File: config.mk
export PLATFORM = sky130hd
export DESIGN_NAME = control_sequencer
export DESIGN_NICKNAME = d
export VERILOG_FILES = /design/src/rtl/control_sequencer.sv
export SDC_FILE = /design/constraint.sdc
export NUM_CORES = 1
export LEC_CHECK = 0
export ABC_AREA = 1
export BUFFER_PORTS_ARGS = -buffer_cell sky130_fd_sc_hd__buf_2
export CELL_PAD_IN_SITES_DETAIL_PLACEMENT = 0
export CELL_PAD_IN_SITES_GLOBAL_PLACEMENT = 1
export CORE_ASPECT_RATIO = 1.25
export CORE_MARGIN = 2
export CORE_UTILIZATION = 25
export CTS_CLUSTER_SIZE = 16
export DETAILED_ROUTE_END_ITERATION = 7
export PLACE_DENSITY = 0.72
export SYNTH_ARGS = -nofsm -noshare
export SYNTH_HDL_FRONTEND = slang
export SYNTH_SLANG_ARGS = --single-unit
File: constraint.sdc
create_clock -name clk -period 1.58 [get_ports clk]
set_clock_uncertainty 0.05 [all_clocks]
set_input_delay 0.158 -clock clk [delete_from_list [all_inputs] [get_ports clk]]
set_output_delay 0.158 -clock clk [all_outputs]
set_load 0.005 [all_outputs]
File: src/rtl/control_sequencer.sv
// Hardwired control unit for the single-bus datapath: fetch in T0-T2, opcode-specific execute in T3-T7.
// Memory states stall on mem_ready; an over-long stall latches mem_err and parks the sequencer in HALT.
module control_sequencer #(
    parameter int unsigned MAX_WAIT = 15,
    parameter logic [3:0]  OP_ADD   = 4'b0010,
    parameter logic [3:0]  OP_SUB   = 4'b0011,
    parameter logic [3:0]  OP_AND   = 4'b0000,
    parameter logic [3:0]  OP_OR    = 4'b0001
) (
    input  logic        clk,
    input  logic        reset,
    input  logic [31:0] ir,
    input  logic        mem_ready,
    input  logic        stop,
    output logic        pc_out,
    output logic        z_low_out,
    output logic        mdr_out,
    output logic        r_out,
    output logic        ba_out,
    output logic        c_out,
    output logic        mar_in,
    output logic        pc_in,
    output logic        ir_in,
    output logic        y_in,
    output logic        z_in,
    output logic        mdr_in,
    output logic        r_in,
    output logic        gra,
    output logic        grb,
    output logic        grc,
    output logic        inc_pc,
    output logic        read,
    output logic        write,
    output logic [3:0]  alu_op,
    output logic        run,
    output logic        mem_err
);

    localparam int unsigned WAIT_W = 8;

    localparam logic [4:0] OPC_LD   = 5'b00000;
    localparam logic [4:0] OPC_LDI  = 5'b00001;
    localparam logic [4:0] OPC_ST   = 5'b00010;
    localparam logic [4:0] OPC_ADD  = 5'b00011;
    localparam logic [4:0] OPC_SUB  = 5'b00100;
    localparam logic [4:0] OPC_AND  = 5'b00101;
    localparam logic [4:0] OPC_OR   = 5'b00110;
    localparam logic [4:0] OPC_ADDI = 5'b01100;
    localparam logic [4:0] OPC_HALT = 5'b11011;

    typedef enum logic [3:0] {
        S_RST, S_T0, S_T1, S_T2, S_T3, S_T4, S_T5, S_T6, S_T7, S_HALT
    } state_t;

    state_t             state;
    state_t             state_nxt;
    logic [WAIT_W-1:0]  wait_cnt;
    logic [4:0]         opc;
    logic               is_ldst_c;
    logic               is_rr_c;
    logic               is_addi_c;
    logic               mem_state_c;
    logic               stall_c;
    logic               timeout_c;
    logic [3:0]         alu_sel_c;
    logic               unused_ir_bits;

    assign opc            = ir[31:27];
    assign unused_ir_bits = ^ir[26:0];
    assign is_ldst_c      = opc inside {OPC_LD, OPC_LDI, OPC_ST};
    assign is_rr_c        = opc inside {OPC_ADD, OPC_SUB, OPC_AND, OPC_OR};
    assign is_addi_c      = (opc == OPC_ADDI);

    // States that wait on the memory handshake
    assign mem_state_c = (state == S_T1) ||
                         (state == S_T6 && opc == OPC_LD) ||
                         (state == S_T7 && opc == OPC_ST);
    assign stall_c     = mem_state_c && !mem_ready;
    assign timeout_c   = stall_c && (wait_cnt == WAIT_W'(MAX_WAIT));

    always_comb begin
        case (opc)
            OPC_SUB: alu_sel_c = OP_SUB;
            OPC_AND: alu_sel_c = OP_AND;
            OPC_OR:  alu_sel_c = OP_OR;
            default: alu_sel_c = OP_ADD;
        endcase
    end

    always_ff @(posedge clk or posedge reset) begin
        if (reset) begin
            state    <= S_RST;
            wait_cnt <= '0;
            mem_err  <= 1'b0;
        end else begin
            state    <= state_nxt;
            wait_cnt <= (stall_c && !timeout_c) ? wait_cnt + WAIT_W'(1) : '0;
            if (timeout_c) begin
                mem_err <= 1'b1;
            end
        end
    end

    // Next state; a stall overrides the nominal successor
    always_comb begin
        state_nxt = state;
        case (state)
            S_RST:  state_nxt = S_T0;
            S_T0:   state_nxt = S_T1;
            S_T1:   state_nxt = S_T2;
            S_T2:   state_nxt = S_T3;
            S_T3: begin
                if (opc == OPC_HALT)                  state_nxt = S_HALT;
                else if (is_ldst_c || is_rr_c || is_addi_c) state_nxt = S_T4;
                else                                  state_nxt = stop ? S_HALT : S_T0;
            end
            S_T4:   state_nxt = S_T5;
            S_T5: begin
                if (opc == OPC_LD || opc == OPC_ST)   state_nxt = S_T6;
                else                                  state_nxt = stop ? S_HALT : S_T0;
            end
            S_T6:   state_nxt = S_T7;
            S_T7:   state_nxt = stop ? S_HALT : S_T0;
            S_HALT: state_nxt = S_HALT;
            default: state_nxt = S_RST;
        endcase
        if (stall_c) begin
            state_nxt = timeout_c ? S_HALT : state;
        end
    end

    // Strobe decode from the registered state and the IR opcode
    always_comb begin
        pc_out = 1'b0; z_low_out = 1'b0; mdr_out = 1'b0; r_out = 1'b0;
        ba_out = 1'b0; c_out = 1'b0; mar_in = 1'b0; pc_in = 1'b0;
        ir_in = 1'b0; y_in = 1'b0; z_in = 1'b0; mdr_in = 1'b0; r_in = 1'b0;
        gra = 1'b0; grb = 1'b0; grc = 1'b0; inc_pc = 1'b0;
        read = 1'b0; write = 1'b0; alu_op = 4'b0000;
        run = (state != S_RST) && (state != S_HALT);
        case (state)
            S_T0: begin
                pc_out = 1'b1; mar_in = 1'b1; inc_pc = 1'b1; z_in = 1'b1; alu_op = OP_ADD;
            end
            S_T1: begin
                z_low_out = 1'b1; pc_in = 1'b1; read = 1'b1; mdr_in = 1'b1;
            end
            S_T2: begin
                mdr_out = 1'b1; ir_in = 1'b1;
            end
            S_T3: begin
                if (is_ldst_c) begin
                    grb = 1'b1; ba_out = 1'b1; y_in = 1'b1;
                end else if (is_rr_c || is_addi_c) begin
                    grb = 1'b1; r_out = 1'b1; y_in = 1'b1;
                end
            end
            S_T4: begin
                if (is_rr_c) begin
                    grc = 1'b1; r_out = 1'b1; z_in = 1'b1; alu_op = alu_sel_c;
                end else if (is_ldst_c || is_addi_c) begin
                    c_out = 1'b1; z_in = 1'b1; alu_op = OP_ADD;
                end
            end
            S_T5: begin
                if (opc == OPC_LD || opc == OPC_ST) begin
                    z_low_out = 1'b1; mar_in = 1'b1;
                end else if (opc == OPC_LDI || is_rr_c || is_addi_c) begin
                    z_low_out = 1'b1; gra = 1'b1; r_in = 1'b1;
                end
            end
            S_T6: begin
                if (opc == OPC_LD) begin
                    read = 1'b1; mdr_in = 1'b1;
                end else if (opc == OPC_ST) begin
                    gra = 1'b1; r_out = 1'b1; mdr_in = 1'b1;
                end
            end
            S_T7: begin
                if (opc == OPC_LD) begin
                    mdr_out = 1'b1; gra = 1'b1; r_in = 1'b1;
                end else if (opc == OPC_ST) begin
                    write = 1'b1;
                end
            end
            default: ;
        endcase
    end

endmodule
After elaboration in Yosys (flattened, before gate mapping)
Index checks and enable logic that the tools add are counted.
Widths: inputs -> output; s select.
{"block": "totals", "register_bits": 13}
{"block": "op_classes", "n_addsub": 1, "n_eq_ne": 20, "muxes": 45, "reduce_logical": 22}
{"cell": "$pmux 4 s10", "count": 1}
{"cell": "$mux 4", "count": 7}
{"cell": "$mux 1", "count": 24}
{"cell": "$eq 4x3->1 const B", "count": 4}
{"cell": "$eq 5x3->1 const B", "count": 3}
{"cell": "$pmux 1 s2", "count": 7}
{"cell": "$eq 5x2->1 const B", "count": 2}
{"cell": "$logic_or 1x1->1", "count": 9}
{"cell": "$add 8x1->8 const B", "count": 1}
{"cell": "$eq 4x2->1 const B", "count": 2}
{"cell": "$eq 4x4->1 const B", "count": 2}
{"cell": "$eq 8x4->1 const B", "count": 1}
{"cell": "$mux 8", "count": 1}
{"cell": "$pmux 4 s2", "count": 1}
{"cell": "$reduce_bool 4->1", "count": 2}
{"cell": "$logic_and 1x1->1", "count": 6}
{"cell": "$pmux 1 s3", "count": 2}
{"cell": "$pmux 2 s3", "count": 1}
{"cell": "$eq 5x1->1 const B", "count": 1}
{"cell": "$eq 5x4->1 const B", "count": 1}
{"cell": "$eq 5x5->1 const B", "count": 1}
{"cell": "$logic_not 5->1", "count": 1}
{"cell": "$eq 4x1->1 const B", "count": 1}
{"cell": "$logic_not 4->1", "count": 1}
{"cell": "other kinds (5)", "count": 6}

Depth between registers and ports, before layout
{"block": "depth", "depth_word": 9, "depth_mapped": 9, "mapped_depth_nobuf": 9}

Worst setup path before layout
No wires, ideal clock.
{"block": "synth_timing", "path_kind": "register to output", "from": "reg state[1]", "to": "out y_in", "arrival_ns": 1.265, "required_ns": 1.372, "setup_slack_ns": 0.107, "stages_incl_launch_ff": 7, "n_path_buf": 1, "path_cell_list": "dfrtp_1 -> nor2_1 -> inv_1 -> nor2_1 -> inv_1 -> o21ai_0 -> buf_4"}
{"block": "synth_between", "elab_chain_cells": 2}
{"item": "start, declared", "line": "55", "text": "state_t state;"}
{"item": "start signal, assigned", "line": "96", "text": "state <= state_nxt;"}
{"item": "$eq 4x3->1"}
{"item": "$mux 1"}
{"item": "end, declared", "line": "24", "text": "output logic y_in,"}
No other way between the ends.

Worst setup path in the final report
{"block": "layout_timing", "from": "reg state[1]", "to": "out mdr_out"}
{"block": "layout_between", "elab_chain_cells": 2, "word_cells_on_any_way": 3}
{"item": "$eq 4x4->1 / $eq 4x2->1 (equally long branches)", "line": "140", "text": "case (state)"}
{"item": "$pmux 1 s2 *", "line": "140"}
{"item": "end, declared", "line": "17", "text": "output logic mdr_out,"}
Mark *: on every way between the ends. The rest lies on a longest branch, timed or not.

==> impl_metrics.csv <==
group,metric,value,unit
status,status,"finished, violations left",
status,violations,"negative setup slack",
floorplanning,io_pins,61,
critical_path,worstPathRequired,1.37,ns
critical_path,reg2reg_from,"state[0]$_DFFE_PP0N_",
placement,port_buffers,31,
sta,setup_viol,3,
final_layout,stdcell_count,270,
floorplanning,die_area,5010,sq um
floorplanning,start_util,25.6,%
yosys,syn_inst,162,
sta,final_max_slew_viol_count,0,
yosys,synth-seq-cells,13,
grt,grt_pass1_wl,4770,microns
route,drtIter0Drc,25,
cts,clk_pin_slew,0.05,ns
cts,cts_tree,"yes",
power_and_ir_drop,p_leak,0.834,nW
cts,cts_made_buffers,3,
final_layout,area_growth,46.2,%
floorplanning,core,4360,sq um
grt,grt_max_degree,14,
final_layout,drive_above_1_share,50.0,%
cts,cts.sinks,13,
yosys,synth.most_common_cell,"nand2_1",
placement,placed_cells,253,
sta,finalHoldViolations,0,
flow_run,maxCapViolations,0,
route,postRouteAntennaNets,0,
hold_path,min_path_cells,4,
critical_path,cp_max_fo,4,
yosys,synthArstFlopShare,100,%
sta,worst_slack,-0.0414,ns
yosys,synth.avg_cell_area,6.87,sq um
sta,clock.fmax,617,MHz
cts,clockBufferDepth,2,
power_and_ir_drop,power_density,1280,nW/um^2
sta,rsz0062_at_grt,"true",
final_layout,fin_nets,250,
route,drt_drc_violations_left,0,
critical_path,r2r_slack,0.09,ns
yosys,yosys_most_used_dff,"dfrtp_1",
grt,antenna_found_initial,0,
hold_path,hold_class,"input port to register",
critical_path,arrival,1.41,ns
yosys,synth_cell_types,29,
cts,h-tree-depth,1,
power_and_ir_drop,vdd_ir_drop_max,425,uV
route,dr_total_vias,1174,
floorplanning,dieHeight,78.6,microns
power_and_ir_drop,power,2.08,mW
route,post_drt_via_cell_ratio,4.35,
yosys,yosysWarnings,0,
yosys,synth_edf_count,0,
placement,gp_congestion,0.773,
yosys,synth_top_area_cell,"dfrtp_1",
critical_path,ff2ff_path_depth,9,
placement,dp_hpwl,2240,microns
floorplanning,num_rows,27,
grt,track_usage,11.8,%
critical_path,reg2reg_to,"state[3]$_DFFE_PP0N_",
cts,cts-root-buf,"clkbuf_8",
yosys,mappedNetlistArea,1110,sq um
route,routedWlPerCell,10.8,microns
yosys,yosysSeqAreaShare,29.2,%
critical_path,setup.worst_path.start_class,"register",
critical_path,crit_type,"register to primary output",
critical_path,cp-end-kind,"primary output",
cts,clk_latency,0.24,ns
route,dr.pass1.iters,3,
floorplanning,die_w,63.7,microns
grt,grt_pass1_vias,1150,
yosys,yosysTopAreaCellShare,29.2,%
hold_path,min_from,"mem_ready",
grt,gr-total-overflow,0,
sta,fin_crit_sh,103,%
sta,min_period,1.62,ns
route,drt_wl_total,2930,microns
hold_path,min_to,"state[2]$_DFFE_PP0N_",
final_layout,diodes,0,
yosys,synthTopCellsByArea,"dfrtp_1, nand2_1, inv_1, nor2_1, nor2_2",
yosys,synth_common_cells,"nand2_1, inv_1, nor2_1, dfrtp_1, nand3_1",
-- cell usage in the layout (no fill, tap or decap), types with 2 or more instances in the layout --
cell type,Yosys,layout
xor2_1,4,4
dfrtp_1,13,9
nand2_4,0,3
clkbuf_8,0,3
buf_4,4,14
conb_1,1,2
inv_1,23,18
nor2_1,21,13
buf_6,0,3
xnor2_1,2,2
nor2_4,1,8
nand3_1,12,10
nand2_2,6,4
nand3_4,2,3
inv_2,5,7
o21ai_2,1,3
o211ai_1,2,2
nand2_1,27,26
nand3_2,1,2
o21ai_0,6,2
nand4_1,6,6
inv_4,1,4
nor3_1,3,2
dfrtp_2,0,4
nor2_2,11,12
buf_2,0,31
o21ai_1,3,5
-- power by group --
group / switching, mW / internal (mW) / leakage, nW
combinational: 0.696 / 0.580 / 0.643
sequential: 0.105 / 0.399 / 0.169
clock: 0.119 / 0.178 / 0.0228
total: 0.920 / 1.16 / 0.834
-- registers in the layout (all words and copies together), names as in the netlist --
name	count
mem_err	1
state	4
wait_cnt	8
-- area by class of cell --
| type | instances | area (sq um) |
|---|---|---|
| clock buffers | 4 | 45.0 |
| fillers | 474 | 2730 |
| inverters | 29 | 119 |
| multi-input cells | 117 | 757 |
| flip-flops and latches | 13 | 330 |
| well taps | 58 | 72.6 |
| repair buffers | 49 | 304 |
-- per-stage QoR --
step           util, %  hold slack, ns  setup WS [ns]  area, sq um  setup TNS, ns
5_1_grt           37.4           0.305         -0.113         1630         -0.935
4_1_cts           34.6           0.255        -0.0415         1510         -0.289
3_3_place_gp      31.0           0.162         0.0631         1350              0
6_report          37.4           0.280        -0.0414         1630        -0.0676
2_1_floorplan        -         -0.0150          0.107         1120              0
3_5_place_dp      31.0           0.159         0.0804         1350              0
-- timing repair --
action / 4_1_cts / 5_1_grt
hold buffers: 1 / 0
hold endpoints to repair: 13 / 0
setup buffers: 7 / 5
cloned: 0 / 0
gates resized for setup: 21 / 24
endpoints found under the setup margin: 16 / 28
pin swaps: 6 / 7
-- kinds of logic after synthesis --
kind of cell             after synthesis  share of synthesized area, %
flip-flops                            13                          29.2
other                                  1                         0.337
adder cells (fa/ha/maj)                1                          1.12
XOR/XNOR                               6                          4.72
buffers and inverters                 33                          12.7
AND/OR/NAND/NOR                       92                          42.9
AO/OA/AOI/OAI                         16                          8.99
-- metal layers --
metal	part of all wire (%)	wire length, microns	track usage, %	vias up
met4	1.6	46	2.61	0
li1	-	-	-	611
met3	4.2	123	2.87	8
met2	52	1530	21.9	29
met5	0	0	0	-
met1	42	1230	13.5	526
-- worst max-delay path by stage --
stage	cells past startpoint	start	end
after CTS	7	state[3]$_DFFE_PP0N_	read
after detailed placement	8	state[1]$_DFFE_PP0N_	state[3]$_DFFE_PP0N_
after floorplan	6	state[1]$_DFFE_PP0N_	y_in
after global placement	6	state[1]$_DFFE_PP0N_	y_in
final	5	state[1]$_DFFE_PP0N_	mdr_out
after global routing	8	state[1]$_DFFE_PP0N_	r_out
-- worst max-delay path: stages (launching register included) --
cell	delay (ns)
dfrtp_2	0.47
inv_4	0.11
nor3_2	0.05
buf_4	0.13
or2_2	0.28
buf_2	0.13
Power figures use the tool's default switching activity.
